--- src/rtl/led_breathe_sequencer.sv ---
// PWM LED breathing sequencer: ramp up, hold high, ramp down, hold low, repeated
// under a start/stop/done handshake. Every phase change lands on a PWM period boundary.
module led_breathe_sequencer #(
  parameter int PRESCALE     = 39062,
  parameter int STEP_PERIODS = 4,
  parameter int HOLD_PERIODS = 64
) (
  input  logic       clk,
  input  logic       rst,
  input  logic       start,
  input  logic       stop,
  input  logic [7:0] duty_max,
  input  logic [7:0] repeat_cnt,
  output logic       led,
  output logic [7:0] duty,
  output logic       busy,
  output logic       done,
  output logic       period_tick
);

  localparam int SUB_W  = (PRESCALE > 1) ? $clog2(PRESCALE) : 1;
  localparam int STEP_W = (STEP_PERIODS > 1) ? $clog2(STEP_PERIODS) : 1;
  localparam int HOLD_W = (HOLD_PERIODS > 1) ? $clog2(HOLD_PERIODS) : 1;

  localparam logic [SUB_W-1:0]  SUB_LAST  = SUB_W'(PRESCALE - 1);
  localparam logic [STEP_W-1:0] STEP_LAST = STEP_W'(STEP_PERIODS - 1);
  localparam logic [HOLD_W-1:0] HOLD_LAST = HOLD_W'(HOLD_PERIODS - 1);

  typedef enum logic [2:0] {
    S_IDLE      = 3'd0,
    S_RAMP_UP   = 3'd1,
    S_HOLD_HIGH = 3'd2,
    S_RAMP_DOWN = 3'd3,
    S_HOLD_LOW  = 3'd4
  } state_e;

  state_e            state_q, state_d;
  logic [SUB_W-1:0]  sub_q, sub_d;
  logic [7:0]        slot_q, slot_d;
  logic [STEP_W-1:0] step_q, step_d;
  logic [HOLD_W-1:0] hold_q, hold_d;
  logic [7:0]        duty_q, duty_d;
  logic [7:0]        dmax_q, dmax_d;
  logic [7:0]        rep_q, rep_d;
  logic              led_q, led_d;
  logic              done_q, done_d;

  logic tick;
  logic step_end;
  logic hold_end;

  assign busy        = (state_q != S_IDLE);
  assign tick        = busy && (slot_q == 8'hFF) && (sub_q == SUB_LAST);
  assign step_end    = tick && (step_q == STEP_LAST);
  assign hold_end    = tick && (hold_q == HOLD_LAST);
  assign period_tick = tick;
  assign led         = led_q;
  assign duty        = duty_q;
  assign done        = done_q;

  always_comb begin
    state_d = state_q;
    sub_d   = sub_q;
    slot_d  = slot_q;
    step_d  = step_q;
    hold_d  = hold_q;
    duty_d  = duty_q;
    dmax_d  = dmax_q;
    rep_d   = rep_q;
    done_d  = 1'b0;

    if (busy) begin
      if (sub_q == SUB_LAST) begin
        sub_d  = '0;
        slot_d = slot_q + 8'd1;
      end else begin
        sub_d = sub_q + 1'b1;
      end
    end

    case (state_q)
      S_IDLE: begin
        if (start && !stop) begin
          state_d = S_RAMP_UP;
          dmax_d  = duty_max;
          rep_d   = repeat_cnt;
          duty_d  = 8'd0;
        end
      end
      S_RAMP_UP: begin
        if (tick) step_d = step_end ? '0 : step_q + 1'b1;
        if (step_end) begin
          if (duty_q < dmax_q) duty_d = duty_q + 8'd1;
          else                 state_d = S_HOLD_HIGH;
        end
      end
      S_HOLD_HIGH: begin
        if (tick) hold_d = hold_q + 1'b1;
        if (hold_end) state_d = S_RAMP_DOWN;
      end
      S_RAMP_DOWN: begin
        if (tick) step_d = step_end ? '0 : step_q + 1'b1;
        if (step_end) begin
          if (duty_q != 8'd0) duty_d = duty_q - 8'd1;
          else                state_d = S_HOLD_LOW;
        end
      end
      S_HOLD_LOW: begin
        if (tick) hold_d = hold_q + 1'b1;
        if (hold_end) begin
          if (rep_q == 8'd0) begin
            state_d = S_RAMP_UP;
          end else if (rep_q == 8'd1) begin
            state_d = S_IDLE;
            done_d  = 1'b1;
          end else begin
            rep_d   = rep_q - 8'd1;
            state_d = S_RAMP_UP;
          end
        end
      end
      default: state_d = S_IDLE;
    endcase

    // Abort wins over a completion landing on the same edge.
    if (busy && stop) begin
      state_d = S_IDLE;
      done_d  = 1'b0;
    end

    if (state_d != state_q) begin
      step_d = '0;
      hold_d = '0;
    end

    if (state_d == S_IDLE) begin
      sub_d  = '0;
      slot_d = 8'd0;
      step_d = '0;
      hold_d = '0;
      duty_d = 8'd0;
    end

    // Compare uses this cycle's slot/duty, so led trails the slot counter by one clk.
    led_d = (state_d != S_IDLE) && (slot_q < duty_q);
  end

  always_ff @(posedge clk) begin
    if (rst) begin
      state_q <= S_IDLE;
      sub_q   <= '0;
      slot_q  <= 8'd0;
      step_q  <= '0;
      hold_q  <= '0;
      duty_q  <= 8'd0;
      dmax_q  <= 8'd0;
      rep_q   <= 8'd0;
      led_q   <= 1'b0;
      done_q  <= 1'b0;
    end else begin
      state_q <= state_d;
      sub_q   <= sub_d;
      slot_q  <= slot_d;
      step_q  <= step_d;
      hold_q  <= hold_d;
      duty_q  <= duty_d;
      dmax_q  <= dmax_d;
      rep_q   <= rep_d;
      led_q   <= led_d;
      done_q  <= done_d;
    end
  end

endmodule

--- config.mk ---
export PLATFORM = sky130hd
export DESIGN_NAME = led_breathe_sequencer
export DESIGN_NICKNAME = d
export VERILOG_FILES = /design/src/rtl/led_breathe_sequencer.sv
export SDC_FILE = /design/constraint.sdc
export NUM_CORES = 1
export LEC_CHECK = 0
export BUFFER_PORTS_ARGS = -buffer_cell sky130_fd_sc_hd__buf_4
export CAP_MARGIN = 10
export CORE_MARGIN = 1.5
export CORE_UTILIZATION = 50
export DETAILED_ROUTE_END_ITERATION = 10
export PLACE_DENSITY = 0.69
export SLEW_MARGIN = 40
export SYNTH_ARGS = -nofsm -noshare
export SYNTH_HDL_FRONTEND = slang
export SYNTH_SLANG_ARGS = --single-unit
--- constraint.sdc ---
create_clock -name clk -period 3.1 [get_ports clk]
set_input_delay 0.62 -clock clk [delete_from_list [all_inputs] [get_ports clk]]
set_output_delay 0.62 -clock clk [all_outputs]
set_load 0.05 [all_outputs]
Yosys cells after proc, flatten, opt, wreduce, memory -nomap -nowiden
Index checks and enable logic that the tools add are counted.
Word-level totals
  register bits after elaboration: 61
  input port bits: 20
  output and inout bits: 12
  word-level logic and storage cells: 91
Cells by class
  add/sub/neg operators: 7
  order comparisons: 2
  equal/unequal tests: 18
  multiplexer cells: 25
  bitwise gates (word level): 2
  reduce and logical (&&, ||, !) cells: 27
Operator list (count)
  8-bit two-way mux: 9
  3-bit two-way mux: 8
  8-bit one-hot mux with 3 select lines: 1
  16-bit by 1-bit adder with 16-bit output, second input constant: 1
  8-bit by 1-bit adder with 8-bit output, second input constant: 2
  16-bit == test, second input constant: 1
  8-bit < comparator: 2
  16-bit two-way mux: 1
  2-bit inequality test, second input constant: 8
  8-bit one-hot mux with 2 select lines: 1
  8-bit by 1-bit subtractor with 8-bit output, second input constant: 2
  3-bit one-hot mux with 5 select lines: 1
  3-bit nonzero test: 3
  8-bit by 1-bit == test with 1-bit output, second input constant: 1
  8-bit == test, second input constant: 1
  8-bit logical NOT: 1
  2-bit AND reduction: 4
  8-bit nonzero test: 1
  1-bit logical AND: 7
  6-bit by 1-bit adder with 6-bit output, second input constant: 1
  3-bit by 2-bit == test with 1-bit output, second input constant: 2
  6-bit == test, second input constant: 1
  3-bit logical NOT: 2
  6-bit AND reduction: 1
  14 further kinds: 19

Depth between registers and ports, before layout
  depth after elaboration: 9
  mapped depth: 11
  gate-level depth less buffers: 10

Worst setup path before layout
No wires, ideal clock.
  kind: reg2reg
  start point: register duty_q[1], in the netlist duty[1]
  end point: register duty_q[7], in the netlist duty[7]
  setup time: 0.074 ns
  arrival: 2.676 ns
  required time: 3.026 ns
  setup slack: 0.350 ns
  stages on the path, launching flop included: 8
  buffers on the path: 0
  clock period less this slack: 2.750 ns
  cell sequence: dfxtp_1 ha_1 a2111oi_0 a2111oi_0 nor2_1 a41oi_2 or4_1 a31oi_1
On the way
  longest elaborated chain between the ends: 7
  elaborated cells on any way between the ends: 20
  those cells by class: add/sub: 2; order compare: 1; eq/ne: 2; mux: 11; reduce/logical: 4
Ends and longest elaborated chain
  start, declared: line 42  | logic [7:0] duty_q, duty_d;
  start signal, assigned: line 166  | duty_q <= duty_d;
  8-bit < comparator / 8-bit nonzero test (equally long branches): line 93, 104
  3-bit two-way mux (on tied branches): line 93, 104
  3-bit two-way mux (on tied branches): line 92, 103
  3-bit one-hot mux with 5 select lines: line 81  | case (state_q)
  3-bit two-way mux: line 126  | if (busy && stop) begin
  3-bit logical NOT: line 136  | if (state_d == S_IDLE) begin
  2-bit OR reduction (no line)
Parallel ways exist; a longest one is shown, timed or not. The select of a mux whose other input is x is not followed.
A chain may end at the register's enable or synchronous reset.

Final worst setup path
  start point: register sub_q[0]
  end point: register sub_q[4]
On the way
  longest elaborated chain between the ends: 8
  elaborated cells on any way between the ends: 14
  those cells by class: add/sub: 1; eq/ne: 1; mux: 7; reduce/logical: 5
Ends and longest elaborated chain
  start, declared: line 38  | logic [SUB_W-1:0] sub_q, sub_d;
  start signal, assigned: line 162  | sub_q <= sub_d;
  16-bit == test: line 53, 73
  1-bit logical AND: line 53  | assign tick = busy && (slot_q == 8'hFF) && (sub_q == SUB_LAST);
  1-bit logical AND (on tied branches): line 55, 54
  3-bit two-way mux (on tied branches)
  3-bit one-hot mux with 5 select lines: line 81
  3-bit two-way mux: line 126
  3-bit logical NOT: line 136
  2-bit OR reduction (no line)
Parallel ways exist; a longest one is shown, timed or not.

==> impl_metrics.ini <==
[route]
average_detailed_routed_wire_length_per_instance_um = 14.2
drt_first_iter_violations = 183
wirelength_um = 8320
remaining_drc_errors = 0
via_total_after_detailed_routing = 3241
drt-vias-per-instance = 5.53
drt_first_pass_iters = 4
final_antenna_net_count = 0

[timing]
final.min_clock_period_ns = 2.85
fin_tns_setup_ns = 0
fin_skew_ns = 0.00856
layout_worst_path_cycle_share_pct = 91.8
unrepaired_setup_endpoints_after_global_routing = no
max_clock_freq_ghz = 0.351
finalWorstSetupSlack_ns = 0.255
max_slew.worst_pin.slew_ns = 0.601
final_report_setup_violation_count = 0
timing.final.hold_violations = 0
max_slew_margin_pct = 59.7
slew_viol_final = 0

[yosys]
yosysSeqAreaShare_pct = 33.4
synth_edf_count = 0
dominant_combinational_cell_family_by_area_after_synthesis = simple AND/OR/NAND/NOR gates
syn-cell-area_um2 = 3660
synth.lib_cells_used.distinct = 57
synth_top_cells_by_area = sky130_fd_sc_hd__dfxtp_1 33%, sky130_fd_sc_hd__ha_1 9.2%, sky130_fd_sc_hd__nor2_1 5.7%
synth_warnings = 0
synth_adder_area_share_pct = 10.0
synth.top_cell.area_share_pct = 33.4
post_synth.cell_area_avg_um2 = 8.26
fraction_of_registers_with_async_set_or_reset_after_synthesis_pct = 0
synth_compound_area_share_pct = 13.4
register_bit_count_reported_by_yosys = 61
synth_xor_xnor_area_share_pct = 7.89
postSynth.topFlopCell = sky130_fd_sc_hd__dfxtp_1
synth_top_cell_by_area = sky130_fd_sc_hd__dfxtp_1
synth_fp_nets = 491
synthSimpleGateAreaFrac_pct = 27.1
instance_count_of_the_mapped_netlist = 443
yosys-mux-area-fraction_pct = 3.28

[finish]
finish.utilization_pct = 59.3
drive_gt1_share_pct = 15.8
final_nets = 531
syn2layout_area_growth_pct = 16.3
antenna_cells_inserted = 0
postLayoutCellArea_um2 = 4260

[floorplanning]
fp.dieArea_um2 = 7840
die_h_um = 88.6
initial_core_util_pct = 51.0
fp-row-count = 31
die_w_um = 88.6
core-area_um2 = 7180
design.portCount = 32

[clock_tree]
numCtsBuffers = 9
clk_transition_reported_paths_ns = 0.07
ctsHoldBuffers = 0
clock-root-buffer = sky130_fd_sc_hd__clkbuf_8
clock_sinks = 61
ctsResizeCount = 0
ctsHtreeMaxLevel = 3
tritoncts = yes
clk_path_buf_depth = 2
post_cts_buffers = 0
clock_insertion_delay_worst_skew_ns = 0.34

[status]
run_status = finished clean

[worst_setup_path]
worstPathCellList = ha_1 > and4bb_2 > nand4_2 > nor3_1 > o21ai_0 > a21o_1 > o21ai_2 > buf_4 > nor3_1
required_worst_endpoint_ns = 3.31
crit_path_max_fanout = 33
worst_setup_path_start_kind = flop
cp_common_cell = sky130_fd_sc_hd__nor3_1
worst_setup_path_end_kind = flop
max_stage_delay_ns = 0.56
reg2regPathDepth = 9
worst-path-buf-inv = 1
crit_path_top_delay_cell = sky130_fd_sc_hd__nor3_1
timing.setup.critical_path_class = flop to flop
worst_path_dominant_cell_family = simple AND/OR/NAND/NOR gates
worst_r2r_endpoint = sub_q[4]
critical_path.reg2reg.startpoint = sub_q[0]
setup.reg_to_reg.worst_slack_ns = 0.25
cp_data_arrival_time_ns = 3.06

[global_routing]
grt_pass1_vias = 3133
grt_first_pass_wirelength_um = 14400
grt-ovfl-total = 0
number_of_antenna_violations_at_the_first_check_in_global_routing = 0
groute.usage.overall_pct = 23.6
grt_start_max_net_pins = 34

[power]
max-vdd-ir-drop_v = 0.000355
total_power_divided_by_cell_area_nw_per_um2 = 409
total_leakage_power_nw = 1.62

[place]
port_buffers = 31
placement.cell_area_um2 = 4040
detailed_place_hpwl_um = 6060
dp_slack_ns = 0.286
finalWeightedCongestion = 0.852

[run]
maxCapViolCount = 0

[worst_hold_path]
hold_path_end = dmax_q[6]
hp-class = flop to flop
hold_path.startpoint = dmax_q[6]
hold-path-cell-count = 2
==> tightest hold or removal path: stages (launching register included) <==
cell and delay, ns:
sky130_fd_sc_hd__dfxtp_1 0.33, sky130_fd_sc_hd__mux2i_1 0.06, sky130_fd_sc_hd__nor2_1 0.07
==> layer usage <==
layer  vias up  track usage, %  routed length (um)  share of wire [%]
met5         -               0                   0                  0
met4         0            6.53                  91                1.1
met3        10            6.90                 360                4.3
met2        62            39.2                3900                 47
met1      1520            30.0                3970                 48
li1       1649               -                   -                  -
==> layout make-up <==
| type | count | area (um^2) |
|---|---|---|
| Multi-Input combinational cell | 339 | 2260 |
| Clock buffer | 10 | 138 |
| Fill cell | 666 | 2920 |
| Clock inverter | 5 | 75.1 |
| Inverter | 27 | 101 |
| Sequential cell | 61 | 1220 |
| Tap cell | 99 | 124 |
| Timing Repair Buffer | 45 | 338 |
==> power by group <==
part | switching, mW | total, mW | internal [mW]
sequential | 0.0104 | 0.807 | 0.796
combinational | 0.0946 | 0.156 | 0.0612
clock | 0.314 | 0.780 | 0.466
==> cell usage in the layout, fill, tap and decap left out, drive strengths merged, types with 3 or more instances in the layout <==
master | synthesis | routed
a21o | 3 | 3
a21oi | 25 | 25
a22oi | 6 | 6
a31oi | 3 | 3
and3 | 3 | 3
and4 | 3 | 3
and4bb | 3 | 3
buf | 11 | 45
clkbuf | 5 | 10
clkinv | 0 | 3
dfxtp | 61 | 61
ha | 27 | 27
inv | 27 | 27
mux2i | 12 | 12
nand2 | 36 | 36
nand2b | 6 | 6
nand3 | 24 | 24
nand4 | 12 | 12
nor2 | 56 | 56
nor3 | 24 | 24
nor4 | 4 | 4
nor4bb | 4 | 4
o21ai | 17 | 17
or2 | 4 | 4
or3 | 5 | 5
xnor2 | 16 | 16
xor2 | 17 | 17
==> through the flow <==
step                std cells  total power, mW  hold WS, ns
finish                    586             1.74        0.496
detailed placement        571            0.978        0.488
global route              586             1.81        0.511
global placement          571            0.975        0.477
CTS                       586             1.76        0.504
floorplan                 443            0.928        0.460
==> flip-flops by register name, indices dropped and copies added, names as in the netlist <==
signal,cells
dmax_q,8
done,1
duty,8
hold_q,6
led,1
rep_q,8
slot_q,8
state_q,3
step_q,2
sub_q,16
==> synthesized netlist by cell type, types with 5 or more instances <==
library cell,n
sky130_fd_sc_hd__clkbuf_1,5
sky130_fd_sc_hd__xor2_1,17
sky130_fd_sc_hd__a21oi_1,24
sky130_fd_sc_hd__a22oi_1,6
sky130_fd_sc_hd__inv_1,27
sky130_fd_sc_hd__dfxtp_1,61
sky130_fd_sc_hd__nand4_1,10
sky130_fd_sc_hd__xnor2_1,16
sky130_fd_sc_hd__nand2_1,36
sky130_fd_sc_hd__o21ai_0,16
sky130_fd_sc_hd__buf_2,9
sky130_fd_sc_hd__nor2_1,56
sky130_fd_sc_hd__ha_1,27
sky130_fd_sc_hd__nand3_1,24
sky130_fd_sc_hd__nor3_1,24
sky130_fd_sc_hd__nand2b_1,6
sky130_fd_sc_hd__mux2i_1,12
==> how the worst max path moves through the flow <==
| stage | startpoint | end | slack [ns] | depth (start not counted) |
|---|---|---|---|---|
| 4_1_cts | sub_q[0] | sub_q[15] | 0.26 | 9 |
| 3_5_place_dp | sub_q[0] | sub_q[15] | 0.29 | 9 |
| 5_1_grt | state_q[0] | duty[7] | 0.02 | 10 |
| 2_1_floorplan | duty[1] | duty[7] | 0.35 | 7 |
| 3_3_place_gp | sub_q[0] | duty[6] | 0.35 | 9 |
| 6_report | sub_q[0] | sub_q[4] | 0.25 | 9 |
==> cell families (layout without fill, tap and decap cells) <==
group,count (synthesis),after routing
compound gates,73,73
simple gates,192,192
buf+inv,43,87
fa+ha+maj,29,29
flops,61,61
mux,12,12
xor+xnor,33,33
(Power assumes the default switching activity.)
